--- config.mk ---
export PLATFORM = sky130hd
export DESIGN_NAME = walk_button_conditioner
export DESIGN_NICKNAME = d
export VERILOG_FILES = /design/src/rtl/walk_button_conditioner.sv
export SDC_FILE = /design/constraint.sdc
export NUM_CORES = 1
export LEC_CHECK = 0
export BUFFER_PORTS_ARGS = -buffer_cell sky130_fd_sc_hd__buf_4
export CORE_UTILIZATION = 40
export DETAILED_ROUTE_END_ITERATION = 16
export PLACE_DENSITY = 0.63
export SYNTH_ARGS = -nofsm -noshare
export SYNTH_HDL_FRONTEND = slang
export SYNTH_SLANG_ARGS = --single-unit
--- constraint.sdc ---
create_clock -name WS_Clk -period 3.8 [get_ports WS_Clk]
set_input_delay 0.76 -clock WS_Clk [delete_from_list [all_inputs] [get_ports WS_Clk]]
set_output_delay 0.76 -clock WS_Clk [all_outputs]
set_load 0.005 [all_outputs]
--- src/rtl/walk_button_conditioner.sv ---
// walk_button_conditioner: sync + debounce walk button into a one-cycle request pulse; WS_LOCKOUT_EN adds post-release lockout.
module walk_button_conditioner #(
    parameter int DEBOUNCE_TICKS = 20,
    parameter int LOCKOUT_TICKS  = 200,
    parameter int CNT_W          = 8
) (
    input  logic WS_Clk,
    input  logic WS_Reset_n,
    input  logic WS_Button,
    input  logic WS_Tick,
    input  logic WS_Mask,
    output logic WS_Sync,
    output logic WS_Level
);
    localparam logic [2:0] IDLE         = 3'd0;
    localparam logic [2:0] PRESS_WAIT   = 3'd1;
    localparam logic [2:0] PRESSED      = 3'd2;
    localparam logic [2:0] RELEASE_WAIT = 3'd3;
    localparam logic [CNT_W-1:0] DB_LAST = CNT_W'(DEBOUNCE_TICKS - 1);
`ifdef WS_LOCKOUT_EN
    localparam logic [2:0] LOCKOUT = 3'd4;
    localparam logic [2:0] REL_NEXT = LOCKOUT;
    localparam logic [CNT_W-1:0] LK_LAST = CNT_W'(LOCKOUT_TICKS - 1);
`else
    localparam logic [2:0] REL_NEXT = IDLE;
`endif

    if (DEBOUNCE_TICKS < 1 || LOCKOUT_TICKS < 1 || CNT_W < 1) begin : g_bad_params
        $error("walk_button_conditioner: tick counts and CNT_W must be >= 1");
    end

    logic s1, s2, sync_n;
    logic [2:0] state, state_n;
    logic [CNT_W-1:0] cnt, cnt_n;

    // A bounce always takes priority over a tick in the same cycle.
    always_comb begin
        state_n = state;
        cnt_n = cnt;
        sync_n = 1'b0;
        case (state)
            IDLE:
                if (s2) begin
                    state_n = PRESS_WAIT;
                    cnt_n = '0;
                end
            PRESS_WAIT:
                if (!s2) state_n = IDLE;
                else if (WS_Tick && cnt == DB_LAST) begin
                    state_n = PRESSED;
                    sync_n = !WS_Mask;
                end else if (WS_Tick) cnt_n = cnt + 1'b1;
            PRESSED:
                if (!s2) begin
                    state_n = RELEASE_WAIT;
                    cnt_n = '0;
                end
            RELEASE_WAIT:
                if (s2) state_n = PRESSED;
                else if (WS_Tick && cnt == DB_LAST) begin
                    state_n = REL_NEXT;
                    cnt_n = '0;
                end else if (WS_Tick) cnt_n = cnt + 1'b1;
`ifdef WS_LOCKOUT_EN
            LOCKOUT:
                if (WS_Tick) begin
                    state_n = cnt == LK_LAST ? IDLE : LOCKOUT;
                    cnt_n = cnt == LK_LAST ? '0 : cnt + 1'b1;
                end
`endif
            default: begin
                state_n = IDLE;
                cnt_n = '0;
            end
        endcase
    end

    always_ff @(posedge WS_Clk) begin
        if (!WS_Reset_n) begin
            s1 <= 1'b0;
            s2 <= 1'b0;
            state <= IDLE;
            cnt <= '0;
            WS_Sync <= 1'b0;
            WS_Level <= 1'b0;
        end else begin
            s1 <= WS_Button;
            s2 <= s1;
            state <= state_n;
            cnt <= cnt_n;
            WS_Sync <= sync_n;
            WS_Level <= state_n == PRESSED || state_n == RELEASE_WAIT;
        end
    end
endmodule

==> metrics.md, run 1 <==
| Metric | Value |
|---|---|
| Max Fclk | `605 MHz` |
| CTS Buf Count | `3` |
| Site row count | `14` |
| Total GRT Usage | `16.2%` |
| Max VDD drop | `195 uV` |
| CP Max Fanout | `6` |
| Multiplexer share of the synthesized area | `1.47%` |
| Vias/cell | `5.67` |
| Post-synthesis sequential area ratio | `44.2%` |
| Critical Path RT | `4.02 ns` |
| Final HPWL DP | `900 um` |
| Commonest non-fill, non-tap cells in the layout | `dfxtp_1, nor2_1, buf_4, a21oi_1, xor2_1` |
| Max clock buf depth | `2` |
| Adder-cell share of the synthesized area | `1.84%` |
| Setup TNS | `0 ns` |
| Starting density of the core | `44.1%` |
| Area contributors post-synth | `dfxtp_1, xor2_1, nor2_1, o211ai_1, a21oi_1` |
| Vias in the first global route | `524` |
| Number of I/O pins | `7` |
| Post-CTS Setup Bufs | `0` |
| Hold_buf cts | `0` |
| WHS | `0.445 ns` |
| Avg WL per Cell | `12.6 um` |
| Worst-skew pair later-pin latency | `0.29 ns` |
| CTS tree | `built` |
| CP Launch Type | `primary input` |
| Biggest area consumer among synthesized cells | `dfxtp_1` |
| Antenna diodes | `0` |
| HP Start | `s1` |
| Xor-xnor portion of the synthesized cell area | `7.55%` |
| P_leak | `0.000308 uW` |
| DRT Wirelength | `1210 um` |
| Yosys warns | `0` |
| Die Span X | `43.2 um` |
| Netlist cell types | `30` |
| DRC Markers | `0` |
| Min cycle time layout | `1.65 ns` |
| Largest net degree at the start of global routing | `9` |
| Crit path arrival time | `1.87 ns` |
| Area Overhead vs Synth | `13.4%` |
| Clock transition at path regs | `0.09 ns` |
| Max Slew Vio Count | `0` |
| Antenna violations before repair | `0` |
| Syn Area/Cell | `9.71 um^2` |
| Clock skew | `0.00296 ns` |
| Largest family of logic cells by synthesized area | `simple AND/OR/NAND/NOR gates` |
| Pre-Repair DR Iteration Count | `4` |
| Synth Net Count | `76` |
| Crit path capture type | `register` |
| Worst r2r src | `cnt[0]` |
| Syn Std Cell Area | `679 um^2` |
| Cell Area, Placed | `744 um^2` |
| Max-slew headroom | `67.0%` |
| Sinks on the clock net | `15` |
| MaxCap Viol Count | `0` |
| Post-DRT Antenna Nets | `0` |
| Crit Path Category | `in -> reg` |
| Compound-Gate Fraction of Synth Area | `15.8%` |
| Hold Path Class | `reg -> reg` |
| Most common cell after layout, fill and taps aside | `dfxtp_1` |
| Final Hold Fails | `0` |
| Yosys reg bits | `15` |
| Design area | `771 um^2` |
| Top-area cell type share of the netlist area | `44.2%` |
| Endpoints failing setup | `0` |
| Core ar. | `1540 um^2` |
| Setup crit start | `WS_Tick` |
| Slew @ Worst Pin | `0.492 ns` |
| Tot Pwr | `267 uW` |
| Cell Pwr Density | `347 nW/um^2` |
| Root buffer cell | `clkbuf_4` |
| Global placement routability congestion | `0.738` |
| IO buf count | `6` |
| Die area | `1870 um^2` |
| Vias after detailed routing | `544` |
| Congestion Overflow GR | `0` |
| H-Tree Depth | `1` |
| DR iter-0 viols | `8` |
| # resized after CTS | `0` |
| Share of layout cells above drive strength 1 | `16.3%` |
| Synth Area in Simple Gates | `28.5%` |
| Final Cycle Share | `43.5%` |
| Status | `completed` |
| Net count reported at finish | `87` |
| First-pass GRT wire length | `2210 um` |
| Syn Inst Count | `70` |
| Die height | `43.2 um` |
| RSZ-0062 raised after global routing | `no` |
| Final design utilization | `50.0%` |
## synthesized netlist by cell type
library cell / instances
and3_1: 2
a21boi_1: 1
nand2b_1: 3
ha_1: 1
nor2b_1: 1
a311o_1: 1
o21ai_2: 1
nor2_1: 8
or3b_1: 1
o2111ai_1: 1
xor2_2: 1
o211a_1: 1
nor4_1: 1
and3b_1: 1
and2_1: 3
or3_1: 2
nand3_1: 3
and4_1: 2
xor2_1: 4
o21ai_1: 1
dfxtp_1: 15
and4bb_2: 1
conb_1: 1
a21oi_1: 4
nor3b_1: 1
o21ai_0: 3
nand2_1: 1
o211ai_1: 3
mux2i_1: 1
nor4b_2: 1
## critical path: stages
cell and delay, ns:
buf_4 0.12, and4bb_2 0.24, and4_1 0.24, or3b_1 0.38, a21oi_1 0.13
## per-layer routing
metal / share of wire [%] / routed length [um] / up-vias / track usage, %
met1: 48 / 584 / 254 / 20.4
met5: 0 / 0 / - / 0
met2: 45 / 546 / 7 / 24.2
met3: 3.1 / 38 / 6 / 3.83
met4: 3.4 / 41 / 0 / 10.9
li1: - / - / 277 / -
## through the flow
stage	cells	setup slack (ns)
detailed placement	92	1.84
global route	96	2.06
global placement	92	1.86
finish	96	2.15
floorplan	70	2.07
CTS	96	2.14
## cell families (layout without fill, tap and decap cells)
group | count (synthesis) | after routing
xor+xnor | 5 | 5
compound gates | 16 | 16
other cells | 1 | 1
flops | 15 | 15
simple gates | 31 | 31
buf+inv | 0 | 10
fa+ha+maj | 1 | 1
mux | 1 | 1
## state kept, by name, indices dropped and copies added, names as in the netlist
| signal | cells |
|---|---|
| WS_Level | 1 |
| WS_Sync | 1 |
| cnt | 8 |
| s1 | 1 |
| s2 | 1 |
| state | 3 |
## worst paths after layout
check,to,slack (ns),depth (start not counted)
hold reg to reg,s2,0.45,1
setup reg to reg,cnt[1],2.18,5
setup / recovery,cnt[1],2.15,5
hold / removal,s2,0.45,1
## layout make-up
class	instances	area (um^2)
clock buffer	4	26.3
timing repair buffer	6	45.0
sequential	15	300
tap	16	20.0
multi-input combinational	55	379
fill	148	771
## report_power, final
part           internal, uW  leakage [uW]  switching, uW
sequential              159      0.000122           2.59
combinational          6.27      0.000172           6.49
clock                  40.8     0.0000150           51.9
total                   206      0.000308           61.0
(Power assumes the default switching activity.)
==> run 2: changes to the inputs <==
Clock period 3.8 ns to 1.56 ns, I/O delays scaled along.
==> metrics.md, run 2 (synthesis gave the netlist of run 1 again) <==
| Metric | Value |
|---|---|
| Site row count | `14 (unchanged)` |
| Area Overhead vs Synth | `26.2%` |
| Max Fclk | `663 MHz` |
| Share of layout cells above drive strength 1 | `31.8% (+16 points)` |
| Pre-CTS setup slack | `-0.0223 ns (-1.86 ns)` |
| Cell Pwr Density | `774 nW/um^2 (+120%)` |
| Final Cycle Share | `96.7%` |
| IO buf count | `6 (unchanged)` |
| Post-DRT Antenna Nets | `0 (unchanged)` |
| Sw power | `157 uW (+160%)` |
| Crit path capture type | `register` |
| Worst-skew pair later-pin latency | `0.29 ns (about the same)` |
| DRT Wirelength | `1250 um (+3.0%)` |
| MaxCap Viol Count | `0 (unchanged)` |
| Starting density of the core | `44.1% (unchanged)` |
| Biggest register | `cnt` |
| Fin worst setup slack | `0.0519 ns (-2.09 ns)` |
| First-pass GRT wire length | `2150 um (-2.9%)` |
| Net count reported at finish | `95 (+9.2%)` |
| WHS | `0.170 ns (-0.276 ns)` |
| Number of I/O pins | `7 (unchanged)` |
| CTS tree | `built` |
| Crit path arrival time | `1.74 ns (-0.13 ns)` |
| Largest net degree at the start of global routing | `10 (+1)` |
| Multi-input gate area | `403 um^2 (+6.3%)` |
| Setup TNS | `0 ns (unchanged)` |
| Max VDD drop | `547 uV (+180%)` |
| Endpoints failing setup | `0 (unchanged)` |
| Critical Path RT | `1.79 ns (-2.23 ns)` |
| Commonest non-fill, non-tap cells in the layout | `dfxtp_1, buf_4, nor2_1, xor2_1` |
| Worst r2r src | `cnt[0]` |
| Die area | `1870 um^2 (unchanged)` |
| Status | `completed` |
| Total GRT Usage | `15.9% (-0.36 points)` |
| Die Span X | `43.2 um (unchanged)` |
| WHS Endpoint | `WS_Sync` |
| Core ar. | `1540 um^2 (unchanged)` |
| Combinational Power Share | `6.7% (+1.9 points)` |
| H-Tree Depth | `1 (unchanged)` |
| Cell Area, Placed | `797 um^2 (+7.1%)` |
| Clock transition at path regs | `0.09 ns (about the same)` |
| Worst reg2reg setup slack | `0.05 ns (-2.13 ns)` |
| Worst r2r path cells | `5 (unchanged)` |
| Clock skew | `0.00269 ns (-0.000273 ns)` |
| Largest register FFs | `8 (unchanged)` |
| Vias/cell | `5.41 (-4.5%)` |
| Hold_buf cts | `0 (unchanged)` |
| Avg WL per Cell | `12.0 um (-4.9%)` |
| Regs by FF count | `cnt: 8 flops, state: 3 flops` |
| CP Max Fanout | `6 (unchanged)` |
| HP Start | `WS_Mask` |
| Max clock buf depth | `2 (unchanged)` |
| RSZ-0062 raised after global routing | `yes` |
| DRC Markers | `0 (unchanged)` |
| Vias in the first global route | `488 (-6.9%)` |
| Antenna violations before repair | `0 (unchanged)` |
| Worst R2R End | `cnt[1]` |
| Pre-Repair DR Iteration Count | `3 (-1)` |
| Vias after detailed routing | `563 (+3.5%)` |
| Min cycle time layout | `1.51 ns` |
| Root buffer cell | `clkbuf_4` |
| Switching Fraction | `23.6% (+0.80 points)` |
| Register area | `302 um^2 (+0.42%)` |
| Hold path depth | `2 (+1)` |
| CTS Buf Count | `3 (unchanged)` |
| Sinks on the clock net | `15 (unchanged)` |
| Final Hold Fails | `0 (unchanged)` |
| Die height | `43.2 um (unchanged)` |
| Part of the power in registers | `59.0% (-1.5 points)` |
| Final HPWL DP | `932 um (+3.5%)` |
| Global placement routability congestion | `0.787 (+6.6%)` |
| Hold Path Class | `in -> reg` |
| CP Launch Type | `register` |
| Max Slew Vio Count | `0 (unchanged)` |
| DR iter-0 viols | `3 (-5)` |
| Antenna diodes | `0 (unchanged)` |
| Congestion Overflow GR | `0 (unchanged)` |
| P_leak | `0.000353 uW (+15%)` |
| Clk pwr share | `34.3% (-0.4 points)` |
| Crit Path Category | `reg -> reg` |
| Internal | `507 uW (+150%)` |
| FILL cells | `145 (-2.0%)` |
| Design area | `857 um^2 (+11%)` |
run 2: cell types whose count changed in the layout (fill, tap and decap cells not counted), sizes merged:
cell    delta
buf        +8
clkinv     +1
clkbuf     -1
run 2: worst max-delay path by stage:
stage / start / end / slack [ns] / cells after the start
finish: cnt[0] / cnt[1] / 0.05 / 5
CTS: cnt[0] / cnt[1] / 0.009 / 5
global placement: cnt[0] / cnt[1] / 0.06 / 5
detailed placement: cnt[0] / cnt[1] / -0.02 / 5
floorplan: cnt[0] / cnt[1] / 0.08 / 5
global route: cnt[1] / cnt[1] / -0.01 / 5
run 2: power groups by stage:
stage	registers (uW)	logic [uW]	clock network [uW]
after floorplan	402	17.8	0
after global placement	401	40.7	0
after detailed placement	401	41.2	0
after CTS	392	41.9	240
after global routing	392	49.6	265
final	392	44.3	228
run 2: what timing repair did:
item	CTS	global route
gates resized for setup	4	4
pin swaps	0	3
setup endpoints to repair	2	6
gates cloned	0	0
setup buffers	0	1
run 2: final cells by class:
class,count,area share (%)
flip-flops and latches,15,35.2
clock inverters,1,0.584
repair buffers,14,12.3
multi-input cells,55,47.0
clock buffers,3,2.63
well taps,16,2.34
run 2: critical path: stages (launching register included):
cell	delay, ns
dfxtp_2	0.33
ha_2	0.18
and4bb_2	0.23
and4_4	0.19
or3b_4	0.39
a21oi_2	0.13
run 2: through the flow:
stage          utilization, %  instances  power (uW)
2_1_floorplan               -         70         419
3_3_place_gp             51.7         99         441
3_5_place_dp             51.7         99         442
4_1_cts                  54.0        103         674
5_1_grt                  55.6        104         707
6_report                 55.6        104         663
run 2: layer usage:
metal  GRT usage, %  vias up  share of wire (%)
met1           19.1      260                 48
met5              0        -                  0
met4           5.45        0               0.80
met2           24.5        8                 47
met3           7.66        2                4.7
li1               -      293                  -
==> run 3: changes to the inputs <==
Clock period 1.56 ns to 1.7 ns, I/O delays scaled along.
==> metrics.md, run 3 (synthesis gave the netlist of run 1 again) <==
| Metric | Value |
|---|---|
| Worst Setup EP | `cnt[1]` |
| CP Max Fanout | `6 (unchanged)` |
| Min cycle time layout | `1.61 ns (+0.102 ns)` |
| P_leak | `0.000327 uW (-7.3%)` |
| Worst-skew pair later-pin latency | `0.29 ns (about the same)` |
| Net count reported at finish | `90 (-5.3%)` |
| Setup crit start | `cnt[0]` |
| DRT Wirelength | `1260 um (+0.96%)` |
| Crit path capture type | `register` |
| Number of I/O pins | `7 (unchanged)` |
| Worst r2r src | `cnt[0]` |
| Crit Path Category | `reg -> reg` |
| Slowest CP cell | `or3b_4` |
| Post-CTS Setup Bufs | `0 (unchanged)` |
| Crit path largest cell delay | `0.40 ns (about the same)` |
| Commonest non-fill, non-tap cells in the layout | `dfxtp_1, buf_4, nor2_1, xor2_1` |
| Pre-Repair DR Iteration Count | `4 (+1)` |
| Regs by FF count | `cnt: 8 flops, state: 3 flops` |
| WP depth | `5 (unchanged)` |
| Grt met2 use | `24.2% (-0.30 points)` |
| Total GRT Usage | `15.7% (-0.17 points)` |
| Avg WL per Cell | `12.7 um (+6.1%)` |
| WHS | `0.204 ns (+0.0341 ns)` |
| Critical Path RT | `1.93 ns (+0.14 ns)` |
| MaxCap Viol Count | `0 (unchanged)` |
| Max VDD drop | `455 uV (-17%)` |
| Clock transition at path regs | `0.09 ns (about the same)` |
| Global placement routability congestion | `0.756 (-4.0%)` |
| Gr busiest metal | `met2` |
| Sinks on the clock net | `15 (unchanged)` |
| Congestion Overflow GR | `0 (unchanged)` |
| Vias/cell | `5.58 (+3.0%)` |
| DR iter-0 viols | `14 (+11)` |
| Clock skew | `0.00255 ns (-0.000133 ns)` |
| Final HPWL DP | `904 um (-3.0%)` |
| Status | `completed` |
| Max Slew Vio Count | `0 (unchanged)` |
| Cell Pwr Density | `749 nW/um^2 (-3.2%)` |
| Hold_buf cts | `0 (unchanged)` |
| Design area | `802 um^2 (-6.4%)` |
| Grt met1 use | `18.0% (-1.0 points)` |
| Root buffer cell | `clkbuf_4` |
| Core ar. | `1540 um^2 (unchanged)` |
| RSZ-0062 raised after global routing | `no` |
| Max clock buf depth | `2 (unchanged)` |
| Biggest register | `cnt` |
| Post-DRT Antenna Nets | `0 (unchanged)` |
| Largest register FFs | `8 (unchanged)` |
| Cell Area, Placed | `767 um^2 (-3.8%)` |
| Site row count | `14 (unchanged)` |
| Met3 Resource Use GR | `7.66% (unchanged)` |
| Most common cell after layout, fill and taps aside | `dfxtp_1` |
| Crit path arrival time | `1.84 ns (+0.10 ns)` |
| Die height | `43.2 um (unchanged)` |
| Non-Filler Instances | `99 (-4.8%)` |
| Worst r2r path cells | `5 (unchanged)` |
| Final design utilization | `52.0% (-3.6 points)` |
| Die area | `1870 um^2 (unchanged)` |
| Starting density of the core | `44.1% (unchanged)` |
| Crit path cell chain | `ha_1 -> and4bb_2 -> and4_2 -> or3b_4 -> a21oi_2` |
| H-Tree Depth | `1 (unchanged)` |
| Hold Path Class | `in -> reg` |
| CP Launch Type | `register` |
| Final Cycle Share | `94.7% (-1.9 points)` |
| IO buf count | `6 (unchanged)` |
| Setup TNS | `0 ns (unchanged)` |
| Worst reg2reg setup slack | `0.09 ns (+0.04 ns)` |
| Endpoints failing setup | `0 (unchanged)` |
| Antenna violations before repair | `0 (unchanged)` |
| Antenna diodes | `0 (unchanged)` |
| DRC Markers | `0 (unchanged)` |
| Crit-path leading delay family | `simple AND/OR/NAND/NOR gates` |
| CTS tree | `built` |
| Area Overhead vs Synth | `18.0%` |
| Share of layout cells above drive strength 1 | `24.1% (-7.7 points)` |
| Largest net degree at the start of global routing | `10 (unchanged)` |
| CTS Buf Count | `3 (unchanged)` |
| First-pass GRT wire length | `2090 um (-2.6%)` |
| Die Span X | `43.2 um (unchanged)` |
| Dpl cells | `95 (-4.0%)` |
| Vias in the first global route | `499 (+2.3%)` |
| FILL cells | `150 (+3.4%)` |
| Buf+Inv Stages, Crit Path | `0 (unchanged)` |
| Final Hold Fails | `0 (unchanged)` |
| Vias after detailed routing | `552 (-2.0%)` |
| Max Fclk | `621 MHz (-6.4%)` |
| Worst R2R End | `cnt[1]` |
==> run 3: how the worst min path moves through the flow <==
stage	startpoint	endpoint	slack, ns	depth (start not counted)
after floorplan	s1	s2	0.41	1
after global placement	s1	s2	0.41	1
after detailed placement	s1	s2	0.42	1
after CTS	WS_Mask	WS_Sync	0.19	2
after global routing	WS_Mask	WS_Sync	0.19	2
final	WS_Mask	WS_Sync	0.20	2
==> run 3: repair_timing <==
| item | in CTS | in global routing |
|---|---|---|
| endpoints found under the setup margin | 0 | 1 |
| endpoints found under the hold margin | 0 | 0 |
| gates resized for setup | 0 | 3 |
==> run 3: final cells by class <==
cell class                 count  area [um^2]  share of cell area [%]
multi-input combinational     55          387                    48.2
tap                           16         20.0                    2.50
sequential                    15          300                    37.4
clock buffer                   3         22.5                    2.81
clock inverter                 1         5.00                   0.624
timing repair buffer           9         67.6                    8.42
==> run 3: per-stage QoR <==
stage | worst slack, ns | total power (uW)
after floorplan | 0.215 | 385
after global placement | 0.168 | 403
after detailed placement | 0.140 | 404
after CTS | 0.104 | 612
after global routing | 0.00432 | 638
final | 0.0894 | 601
==> run 3: metal layers <==
metal	up-vias	share of wire [%]
met3	2	5.5
li1	281	-
met4	0	1.5
met5	-	0
met1	255	44
met2	14	49
==> run 3: report_power, final <==
group / switching, uW / internal [uW]
registers: 5.60 / 356
clock network: 117 / 87.5
logic: 16.0 / 18.6
